File: config.mk
export PLATFORM = sky130hd
export DESIGN_NAME = fetch_stage_flat
export DESIGN_NICKNAME = d
export VERILOG_FILES = /design/src/rtl/cpu_pkg.sv /design/src/rtl/fetch_stage_if.sv /design/src/rtl/fetch_buffer.sv /design/src/rtl/fetch_stage.sv /design/src/flat_wrapper.sv
export SDC_FILE = /design/constraint.sdc
export NUM_CORES = 1
export LEC_CHECK = 0
export ABC_AREA = 1
export BUFFER_PORTS_ARGS = -buffer_cell sky130_fd_sc_hd__buf_2
export CORE_MARGIN = 8
export CORE_UTILIZATION = 32
export CTS_CLUSTER_DIAMETER = 200
export DETAILED_ROUTE_END_ITERATION = 6
export PLACE_DENSITY_LB_ADDON = 0.05
export SLEW_MARGIN = 40
export SYNTH_ARGS = -nofsm -noshare
export SYNTH_HDL_FRONTEND = slang
export SYNTH_SLANG_ARGS = --single-unit
File: constraint.sdc
create_clock -name clk -period 1.9 [get_ports clk]
set_clock_uncertainty 0.1 [all_clocks]
set_input_delay 0 -clock clk [delete_from_list [all_inputs] [get_ports clk]]
set_output_delay 0 -clock clk [all_outputs]
set_load 0.01 [all_outputs]
File: src/rtl/cpu_pkg.sv
// Shared CPU definitions: fetch FSM states, NOP encoding, opcode field, reset PC.
package cpu_pkg;

    localparam logic [31:0] NOP              = 32'h0000_0000;
    localparam int          OPCODE_MSB       = 31;
    localparam int          OPCODE_LSB       = 26;
    localparam logic [31:0] DEFAULT_RESET_PC = 32'h0000_0000;

    typedef enum logic [1:0] {
        BOOT  = 2'd0,
        FETCH = 2'd1,
        HELD  = 2'd2
    } fetch_state_e;

endpackage

File: src/rtl/fetch_stage_if.sv
// Fetch stage bus: imem req/ack channel, hazard/redirect inputs, IF/ID outputs.
interface fetch_stage_if #(
    parameter int PC_WIDTH = 32
) ();

    logic                imem_req;
    logic [PC_WIDTH-1:0] imem_addr;
    logic                imem_ack;
    logic [31:0]         imem_rdata;
    logic                stall;
    logic                branch_taken;
    logic [PC_WIDTH-1:0] branch_target;
    logic                jump;
    logic [PC_WIDTH-1:0] jump_target;
    logic [31:0]         if_id_instr;
    logic [PC_WIDTH-1:0] if_id_pc4;
    logic                if_id_valid;
    logic [5:0]          opcode;

    // Fetch stage side
    modport master (
        output imem_req, imem_addr, if_id_instr, if_id_pc4, if_id_valid, opcode,
        input  imem_ack, imem_rdata, stall, branch_taken, branch_target, jump, jump_target
    );

    // Memory / pipeline environment side
    modport slave (
        input  imem_req, imem_addr, if_id_instr, if_id_pc4, if_id_valid, opcode,
        output imem_ack, imem_rdata, stall, branch_taken, branch_target, jump, jump_target
    );

endinterface

File: src/rtl/fetch_buffer.sv
// One-entry holding register for a word that arrived while decode was stalled.
module fetch_buffer #(
    parameter int PC_WIDTH = 32
) (
    input  logic                clk,
    input  logic                rst_n,
    input  logic                i_load,
    input  logic                i_clear,
    input  logic [31:0]         i_instr,
    input  logic [PC_WIDTH-1:0] i_pc4,
    output logic                o_full,
    output logic [31:0]         o_instr,
    output logic [PC_WIDTH-1:0] o_pc4
);

    // Clear wins over load so a redirect always empties the entry
    always_ff @(posedge clk or negedge rst_n) begin
        if (!rst_n) begin
            o_full  <= 1'b0;
            o_instr <= '0;
            o_pc4   <= '0;
        end else if (i_clear) begin
            o_full  <= 1'b0;
        end else if (i_load) begin
            o_full  <= 1'b1;
            o_instr <= i_instr;
            o_pc4   <= i_pc4;
        end
    end

endmodule

File: src/rtl/fetch_stage.sv
// Instruction fetch: PC, imem req/ack, stall buffering, redirect with ack drop, IF/ID register.
module fetch_stage
    import cpu_pkg::*;
#(
    parameter int                PC_WIDTH = 32,
    parameter logic [PC_WIDTH-1:0] RESET_PC = PC_WIDTH'(DEFAULT_RESET_PC)
) (
    input  logic          clk,
    input  logic          rst_n,
    fetch_stage_if.master bus
);

    fetch_state_e        r_state, w_state_nx;
    logic [PC_WIDTH-1:0] r_pc, r_pending_pc, r_pc4;
    logic                r_drop, r_valid;
    logic [31:0]         r_instr;

    logic                w_redir, w_ack, w_take, w_to_ifid, w_to_buf, w_buf_drain, w_buf_clear;
    logic [PC_WIDTH-1:0] w_target, w_pc_inc, w_buf_pc4;
    logic [31:0]         w_buf_instr;
    logic                w_buf_full;

    // Branch is older than jump, so it wins; targets are word aligned
    assign w_redir     = bus.branch_taken | bus.jump;
    assign w_target    = bus.branch_taken ? {bus.branch_target[PC_WIDTH-1:2], 2'b00}
                                          : {bus.jump_target[PC_WIDTH-1:2], 2'b00};
    assign w_ack       = (r_state == FETCH) && bus.imem_ack;
    assign w_pc_inc    = r_pc + PC_WIDTH'(4);
    // A word is kept only if it belongs to the current path
    assign w_take      = w_ack && !r_drop && !w_redir;
    assign w_to_ifid   = w_take && !bus.stall;
    assign w_to_buf    = w_take && bus.stall;
    assign w_buf_drain = (r_state == HELD) && !bus.stall && !w_redir && w_buf_full;
    assign w_buf_clear = w_redir || w_buf_drain;

    fetch_buffer #(.PC_WIDTH(PC_WIDTH)) u_buf (
        .clk     (clk),
        .rst_n   (rst_n),
        .i_load  (w_to_buf),
        .i_clear (w_buf_clear),
        .i_instr (bus.imem_rdata),
        .i_pc4   (w_pc_inc),
        .o_full  (w_buf_full),
        .o_instr (w_buf_instr),
        .o_pc4   (w_buf_pc4)
    );

    // State register
    always_ff @(posedge clk or negedge rst_n) begin
        if (!rst_n) r_state <= BOOT;
        else        r_state <= w_state_nx;
    end

    // Next state: redirect always returns to FETCH
    always_comb begin
        w_state_nx = r_state;
        case (r_state)
            BOOT:    w_state_nx = FETCH;
            FETCH:   if (w_to_buf) w_state_nx = HELD;
            HELD:    if (w_redir || !bus.stall) w_state_nx = FETCH;
            default: w_state_nx = BOOT;
        endcase
    end

    // Outputs: request only in FETCH, address held until ack
    always_comb begin
        bus.imem_req  = (r_state == FETCH);
        bus.imem_addr = {r_pc[PC_WIDTH-1:2], 2'b00};
    end

    // PC, pending redirect target and drop flag for an in-flight wrong-path ack
    always_ff @(posedge clk or negedge rst_n) begin
        if (!rst_n) begin
            r_pc         <= RESET_PC;
            r_pending_pc <= RESET_PC;
            r_drop       <= 1'b0;
        end else if (w_redir) begin
            r_pending_pc <= w_target;
            if ((r_state == FETCH) && !bus.imem_ack) begin
                r_drop <= 1'b1;
            end else begin
                r_drop <= 1'b0;
                r_pc   <= w_target;
            end
        end else if (r_drop && w_ack) begin
            r_drop <= 1'b0;
            r_pc   <= r_pending_pc;
        end else if (w_take) begin
            r_pc <= w_pc_inc;
        end
    end

    // IF/ID register: redirect flushes, stall holds, otherwise bubble when nothing new
    always_ff @(posedge clk or negedge rst_n) begin
        if (!rst_n) begin
            r_instr <= NOP;
            r_pc4   <= '0;
            r_valid <= 1'b0;
        end else if (w_redir) begin
            r_instr <= NOP;
            r_valid <= 1'b0;
        end else if (w_to_ifid) begin
            r_instr <= bus.imem_rdata;
            r_pc4   <= w_pc_inc;
            r_valid <= 1'b1;
        end else if (w_buf_drain) begin
            r_instr <= w_buf_instr;
            r_pc4   <= w_buf_pc4;
            r_valid <= 1'b1;
        end else if (!bus.stall) begin
            r_instr <= NOP;
            r_valid <= 1'b0;
        end
    end

    assign bus.if_id_instr = r_instr;
    assign bus.if_id_pc4   = r_pc4;
    assign bus.if_id_valid = r_valid;
    assign bus.opcode      = r_instr[OPCODE_MSB:OPCODE_LSB];

endmodule

File: src/flat_wrapper.sv
// flat-port wrapper written by rule: the top's interface ports become plain ports
module fetch_stage_flat import cpu_pkg::*;
#(
    parameter int                PC_WIDTH = 32,
    parameter logic [PC_WIDTH-1:0] RESET_PC = PC_WIDTH'(DEFAULT_RESET_PC)
)
  (clk, rst_n, bus_imem_req, bus_imem_addr, bus_if_id_instr, bus_if_id_pc4, bus_if_id_valid, bus_opcode, bus_imem_ack, bus_imem_rdata, bus_stall, bus_branch_taken, bus_branch_target, bus_jump, bus_jump_target);
  fetch_stage_if #(.PC_WIDTH(PC_WIDTH)) bus_i ();
  input  logic clk;
  input  logic rst_n;
  output wire logic [$bits(bus_i.imem_req)-1:0] bus_imem_req;
  output wire logic [$bits(bus_i.imem_addr)-1:0] bus_imem_addr;
  output wire logic [$bits(bus_i.if_id_instr)-1:0] bus_if_id_instr;
  output wire logic [$bits(bus_i.if_id_pc4)-1:0] bus_if_id_pc4;
  output wire logic [$bits(bus_i.if_id_valid)-1:0] bus_if_id_valid;
  output wire logic [$bits(bus_i.opcode)-1:0] bus_opcode;
  input wire logic [$bits(bus_i.imem_ack)-1:0] bus_imem_ack;
  input wire logic [$bits(bus_i.imem_rdata)-1:0] bus_imem_rdata;
  input wire logic [$bits(bus_i.stall)-1:0] bus_stall;
  input wire logic [$bits(bus_i.branch_taken)-1:0] bus_branch_taken;
  input wire logic [$bits(bus_i.branch_target)-1:0] bus_branch_target;
  input wire logic [$bits(bus_i.jump)-1:0] bus_jump;
  input wire logic [$bits(bus_i.jump_target)-1:0] bus_jump_target;
  assign bus_imem_req = bus_i.imem_req;
  assign bus_imem_addr = bus_i.imem_addr;
  assign bus_if_id_instr = bus_i.if_id_instr;
  assign bus_if_id_pc4 = bus_i.if_id_pc4;
  assign bus_if_id_valid = bus_i.if_id_valid;
  assign bus_opcode = bus_i.opcode;
  assign bus_i.imem_ack = bus_imem_ack;
  assign bus_i.imem_rdata = bus_imem_rdata;
  assign bus_i.stall = bus_stall;
  assign bus_i.branch_taken = bus_branch_taken;
  assign bus_i.branch_target = bus_branch_target;
  assign bus_i.jump = bus_jump;
  assign bus_i.jump_target = bus_jump_target;
  fetch_stage #(.PC_WIDTH(PC_WIDTH), .RESET_PC(RESET_PC)) u_core (.clk(clk), .rst_n(rst_n), .bus(bus_i));
endmodule
# == Word-level counts from Yosys, hierarchy flattened ==
# Cells that the tools add are included.
# totals
output_inout_bits,104
elab_cells,68
reg_bits,197
inputBits,102
# op_classes
muxes,23
add_sub_neg,1
n_reduce_logical,25
n_eq_ne,6
n_bitwise,3
# op_table
op,n
2-to-1 mux 32 bit,11
adder 32 x 3 -> 32 bit (second input constant),1
logical AND 1 bit,10
2-to-1 mux 1 bit,9
AND reduction 2 bit,4
case mux 2 bit (3 select lines),1
nonzero test 2 bit,3
zero test 1 bit,4
2-to-1 mux 2 bit,2
inequality test 2 bit (second input constant),2
inequality test 4 x 1 -> 1 bit (second input constant),1
nonzero test 3 bit,1
== test 2 x 1 -> 1 bit (second input constant),1
== test 2 bit (second input constant),1
zero test 2 bit,1
logical OR 1 bit,2
inequality test 2 x 1 -> 1 bit (second input constant),1
inverter 1 bit,2
bitwise OR 1 bit,1

# == Depth between registers and ports, before layout ==
# depth
word_depth,7
mapped_depth,11
mapped_depth_nobuf,11

# == Cells and area by module ==
# From an unflattened synthesis, not the netlist that was laid out.
# unflattened
cells_unflattened,1271
area_unflattened_um2,9658.0
# by_module_without_submodules
module,area_each_um2,n_inst,cells_each,seq_area_each_um2
fetch_stage,7049.3,1,989,3203.1
fetch_buffer,2608.8,1,282,1626.6

# == Worst setup path before layout ==
# OpenSTA, ideal clock, no wires.
# synth_timing
path_kind,reg-to-reg
startpoint,register u_core.r_pc[2]
endpoint,register u_core.r_pc[20]
t_arrival_ns,1.488
required_time_ns,1.682
setup_slack_ns,0.194
setup_ns,0.118
stages_incl_launch_ff,9
n_path_buf,0
period_less_slack_ns,1.706
path_cell_list,dfrtp_1 > ha_1 > nand3_1 > nor2_1 > nand2_1 > o21ai_1 > nand3_1 > a21oi_1 > nor2_1
# synth_via
elab_chain_len,4
# synth_rtl
item,line_no,text
start: declaration,fetch_stage.sv:14,"logic [PC_WIDTH-1:0] r_pc, r_pending_pc, r_pc4;"
start signal: assignment,fetch_stage.sv:83,r_pc <= w_target;
start signal: assignment,fetch_stage.sv:87,r_pc <= r_pending_pc;
start signal: assignment,fetch_stage.sv:89,r_pc <= w_pc_inc;
adder 32 x 3 -> 32 bit,fetch_stage.sv:28,assign w_pc_inc = r_pc + PC_WIDTH'(4);
2-to-1 mux 32 bit,fetch_stage.sv:88,end else if (w_take) begin
2-to-1 mux 32 bit,fetch_stage.sv:85,end else if (r_drop && w_ack) begin
2-to-1 mux 32 bit,fetch_stage.sv:77,end else if (w_redir) begin
# No other way between the ends. The select of a mux whose other input is x is not followed.
# A chain may end at the register's enable or synchronous reset.

# == Final worst setup path ==
# layout_timing
startpoint,register u_core.r_pc[3]
endpoint,register u_core.r_pc[20]
# The elaborated chain is that of the path after synthesis.

==> impl_metrics.tcl <==
set metrics [dict create \
    fp.dieH_um 186.7 \
    wl_mm 29.86 \
    cp-end-kind "flip-flop" \
    status "completed" \
    syn_to_final_growth_pct 37.09 \
    ioPinCount 206 \
    dpl_cell_area_um2 11100 \
    finalHoldViolCount 0 \
    die_area_um2 34840 \
    fin_crit_ns 1.767 \
    critPathLaunchType "flip-flop" \
    cts_tree "yes" \
    setup_viol 0 \
    worst_slew_pin_slew_ns 0.5417 \
    yosys.area_share.simple 0.2755 \
    htreeDepth 4 \
    ys_ff_latch 189 \
    muxShareOfSynthArea 0 \
    ys_types 33 \
    synth-compound-area-share 0.1200 \
    fillCellCount 2957 \
    grt_pass1_wl_mm 48.77 \
    diodes 0 \
    place_ws_ns 0.01463 \
    synth_area_leader_cell "dfrtp_1" \
    critPathArrivalTime_ns 1.99 \
    final_util 0.4452 \
    yosysWarningCount 0 \
    clk_latency_ns 0.44 \
    drive_gt1_frac 0.2310 \
    gp_congestion 0.8282 \
    yosys-top-cells-count "358 x nand2_1, 189 x dfrtp_1, 156 x nor2_1, 114 x inv_1, 87 x o21ai_0" \
    async_reset_ff_frac 1.000 \
    fin_crit_sh 0.9301 \
    grt_pass1_vias 8878 \
    clockBufferDepth 2 \
    cp.required_ns 2.12 \
    wl_met3_mm 1.323 \
    wl_met1_mm 14.60 \
    hp-class "input pin to asynchronous set/reset pin" \
    wl_met2_mm 13.62 \
    avgSynthCellArea_um2 7.684 \
    p_leak_nw 6.449 \
    rsz0062_at_grt "true" \
    drt-initial-drc-count 614 \
    max_freq_mhz 565.9 \
    worstSetupPathType "flip-flop to flip-flop" \
    cp_max_fo 4 \
    nNetsFinal 1627 \
    worst_slack_ns 0.1328 \
    viasPerCell 4.513 \
    synthTopCellsByArea "dfrtp_1 51%, nand2_1 14%, nor2_1 6.3%" \
    ff_latch_area_um2 4740 \
    numCtsBuffers 17 \
    synth_top_family_by_area "simple AND/OR/NAND/NOR gates" \
    clkTransAtPathRegs_ns 0.08 \
    drt_pre_antenna_iters 5 \
    vdd.ir_drop.worst_mv 0.5984 \
    routedWlPerCell_um 15.54 \
    drv_cap 0 \
    yosysTopAreaCellShare 0.5075 \
    multi_input_area_um2 3913 \
    clock-sinks 189 \
    synth-xor-area-share 0.008458 \
    start_util 0.3247 \
    io_buffers 197 \
    drc_errors 0 \
    dr_total_vias 8670 \
    clockRootBuffer "clkbuf_16" \
    synthCells 1213 \
    top_layer "met4" \
    cellPowerDensity_nw_per_um2 908.3 \
    synth-edff-count 0 \
    synth_flop_cell "dfrtp_1" \
    rows 62 \
    ant_nets 0 \
    final_max_slew_viol_count 0 \
    synth_area_um2 9320 \
    synth_fa_ha_area_frac 0.001342 \
    core_um2 28700 \
    grt_use_total 0.1721 \
    slew_headroom 0.6388 \
    antenna_found_initial 0 \
    die_w_um 186.7 \
    hpwl_mm 21.34 \
    overflow 0 \
    grt_max_degree 59 \
    final_area_um2 12780 \
    synth_most_common_cell "nand2_1" \
    seq_area_frac_synth 0.5075 \
]
critical path, stage by stage (launching register included):
cell and delay (ns):
dfrtp_1 0.36, ha_2 0.20, nand3_1 0.12, nor2_2 0.18
nand2_2 0.13, o21ai_1 0.22, nand3_1 0.14, a21oi_1 0.15
nor2_1 0.05
through the flow:
| stage | power, mW | instances | TNS (ns) | hold WS [ns] |
|---|---|---|---|---|
| 5_1_grt | 12.35 | 1921 | -0.03485 | 0.06201 |
| 3_3_place_gp | 7.890 | 1792 | 0 | -0.06597 |
| 3_5_place_dp | 7.927 | 1792 | 0 | -0.05918 |
| 2_1_floorplan | 6.646 | 1216 | 0 | -0.3956 |
| 6_report | 11.61 | 1921 | 0 | 0.003813 |
| 4_1_cts | 11.75 | 1921 | 0 | 0.04184 |
where the power goes:
| part | switching [mW] | total, mW | internal, mW |
|---|---|---|---|
| Sequential | 0.479 | 5.26 | 4.78 |
| Clock | 1.75 | 3.59 | 1.84 |
| Combinational | 1.57 | 2.75 | 1.18 |
cells by family (layout without fill, tap and decap cells):
kind of cell / count (synthesis) / in the layout
XOR/XNOR: 9 / 9
other: 1 / 4
AO/OA/AOI/OAI: 204 / 204
adder cells (fa/ha/maj): 1 / 1
flip-flops: 189 / 189
AND/OR/NAND/NOR: 622 / 622
buffers and inverters: 187 / 508
cell type report:
class	count	area share
sequential	189	0.3709
inverter	121	0.03574
timing repair buffer	355	0.2034
clock inverter	12	0.009597
multi-input combinational	840	0.3062
tap	384	0.03760
clock buffer	20	0.03653
path summary, 6_finish.rpt:
path	startpoint	slack (ns)	end	cells past startpoint
worst min register to register	u_core.u_buf.o_instr[10]$_DFFE_PN0P_	0.37	u_core.u_buf.o_instr[10]$_DFFE_PN0P_	2
max in group asynchronous	rst_n	1.01	u_core.u_buf.o_pc4[25]$_DFFE_PN0P_	3
worst max-delay path	u_core.r_pc[3]$_DFFE_PN0P_	0.13	u_core.r_pc[20]$_DFFE_PN0P_	8
worst min-delay path	rst_n	0.004	u_core.bus.if_id_instr[29]$_DFFE_PN0P_	2
min in group clk	bus_imem_ack	0.08	u_core.r_pc[14]$_DFFE_PN0P_	5
worst max register to register	u_core.r_pc[3]$_DFFE_PN0P_	0.13	u_core.r_pc[20]$_DFFE_PN0P_	8
state kept, by name, summed over array words and instances, names as in the netlist:
| signal | cells |
|---|---|
| u_core.u_buf.o_instr | 32 |
| u_core.bus.if_id_instr | 32 |
| u_core.r_pc | 30 |
| u_core.u_buf.o_full | 1 |
| u_core.r_drop | 1 |
| u_core.bus.if_id_pc4 | 30 |
| u_core.bus.if_id_valid | 1 |
| u_core.r_state | 2 |
| u_core.r_pending_pc | 30 |
| u_core.u_buf.o_pc4 | 30 |
cells in the final DEF (no fill, tap or decap), drive strengths merged:
| cell type | count |
|---|---|
| a21boi | 1 |
| inv | 126 |
| xor2 | 5 |
| nor2 | 164 |
| a31oi | 19 |
| xnor2 | 4 |
| clkinvlp | 2 |
| o21ai | 100 |
| clkbuf | 21 |
| ha | 1 |
| clkinv | 5 |
| and2 | 5 |
| nand2 | 361 |
| o221ai | 2 |
| buf | 257 |
| dlygate4sd3 | 97 |
| a21oi | 53 |
| dfrtp | 189 |
| or2 | 18 |
| o22ai | 7 |
| a211oi | 1 |
| o211ai | 21 |
| nand4 | 1 |
| conb | 4 |
| nand3 | 73 |
routing by layer:
layer  track usage  vias up
met5             0        -
met4       0.04001        0
met1        0.2300     4001
met3       0.04045       23
met2        0.2788      190
li1              -     4456
what timing repair did:
| item | in CTS | in global routing |
|---|---|---|
| pin swaps | 0 | 3 |
| resized for setup | 1 | 39 |
| hold buffers | 97 | 0 |
| endpoints found under the hold margin | 316 | 0 |
| gates cloned | 0 | 0 |
| setup buffers | 0 | 0 |
| endpoints found under the setup margin | 1 | 44 |
Note: power is estimated with default switching activity, not from simulation.
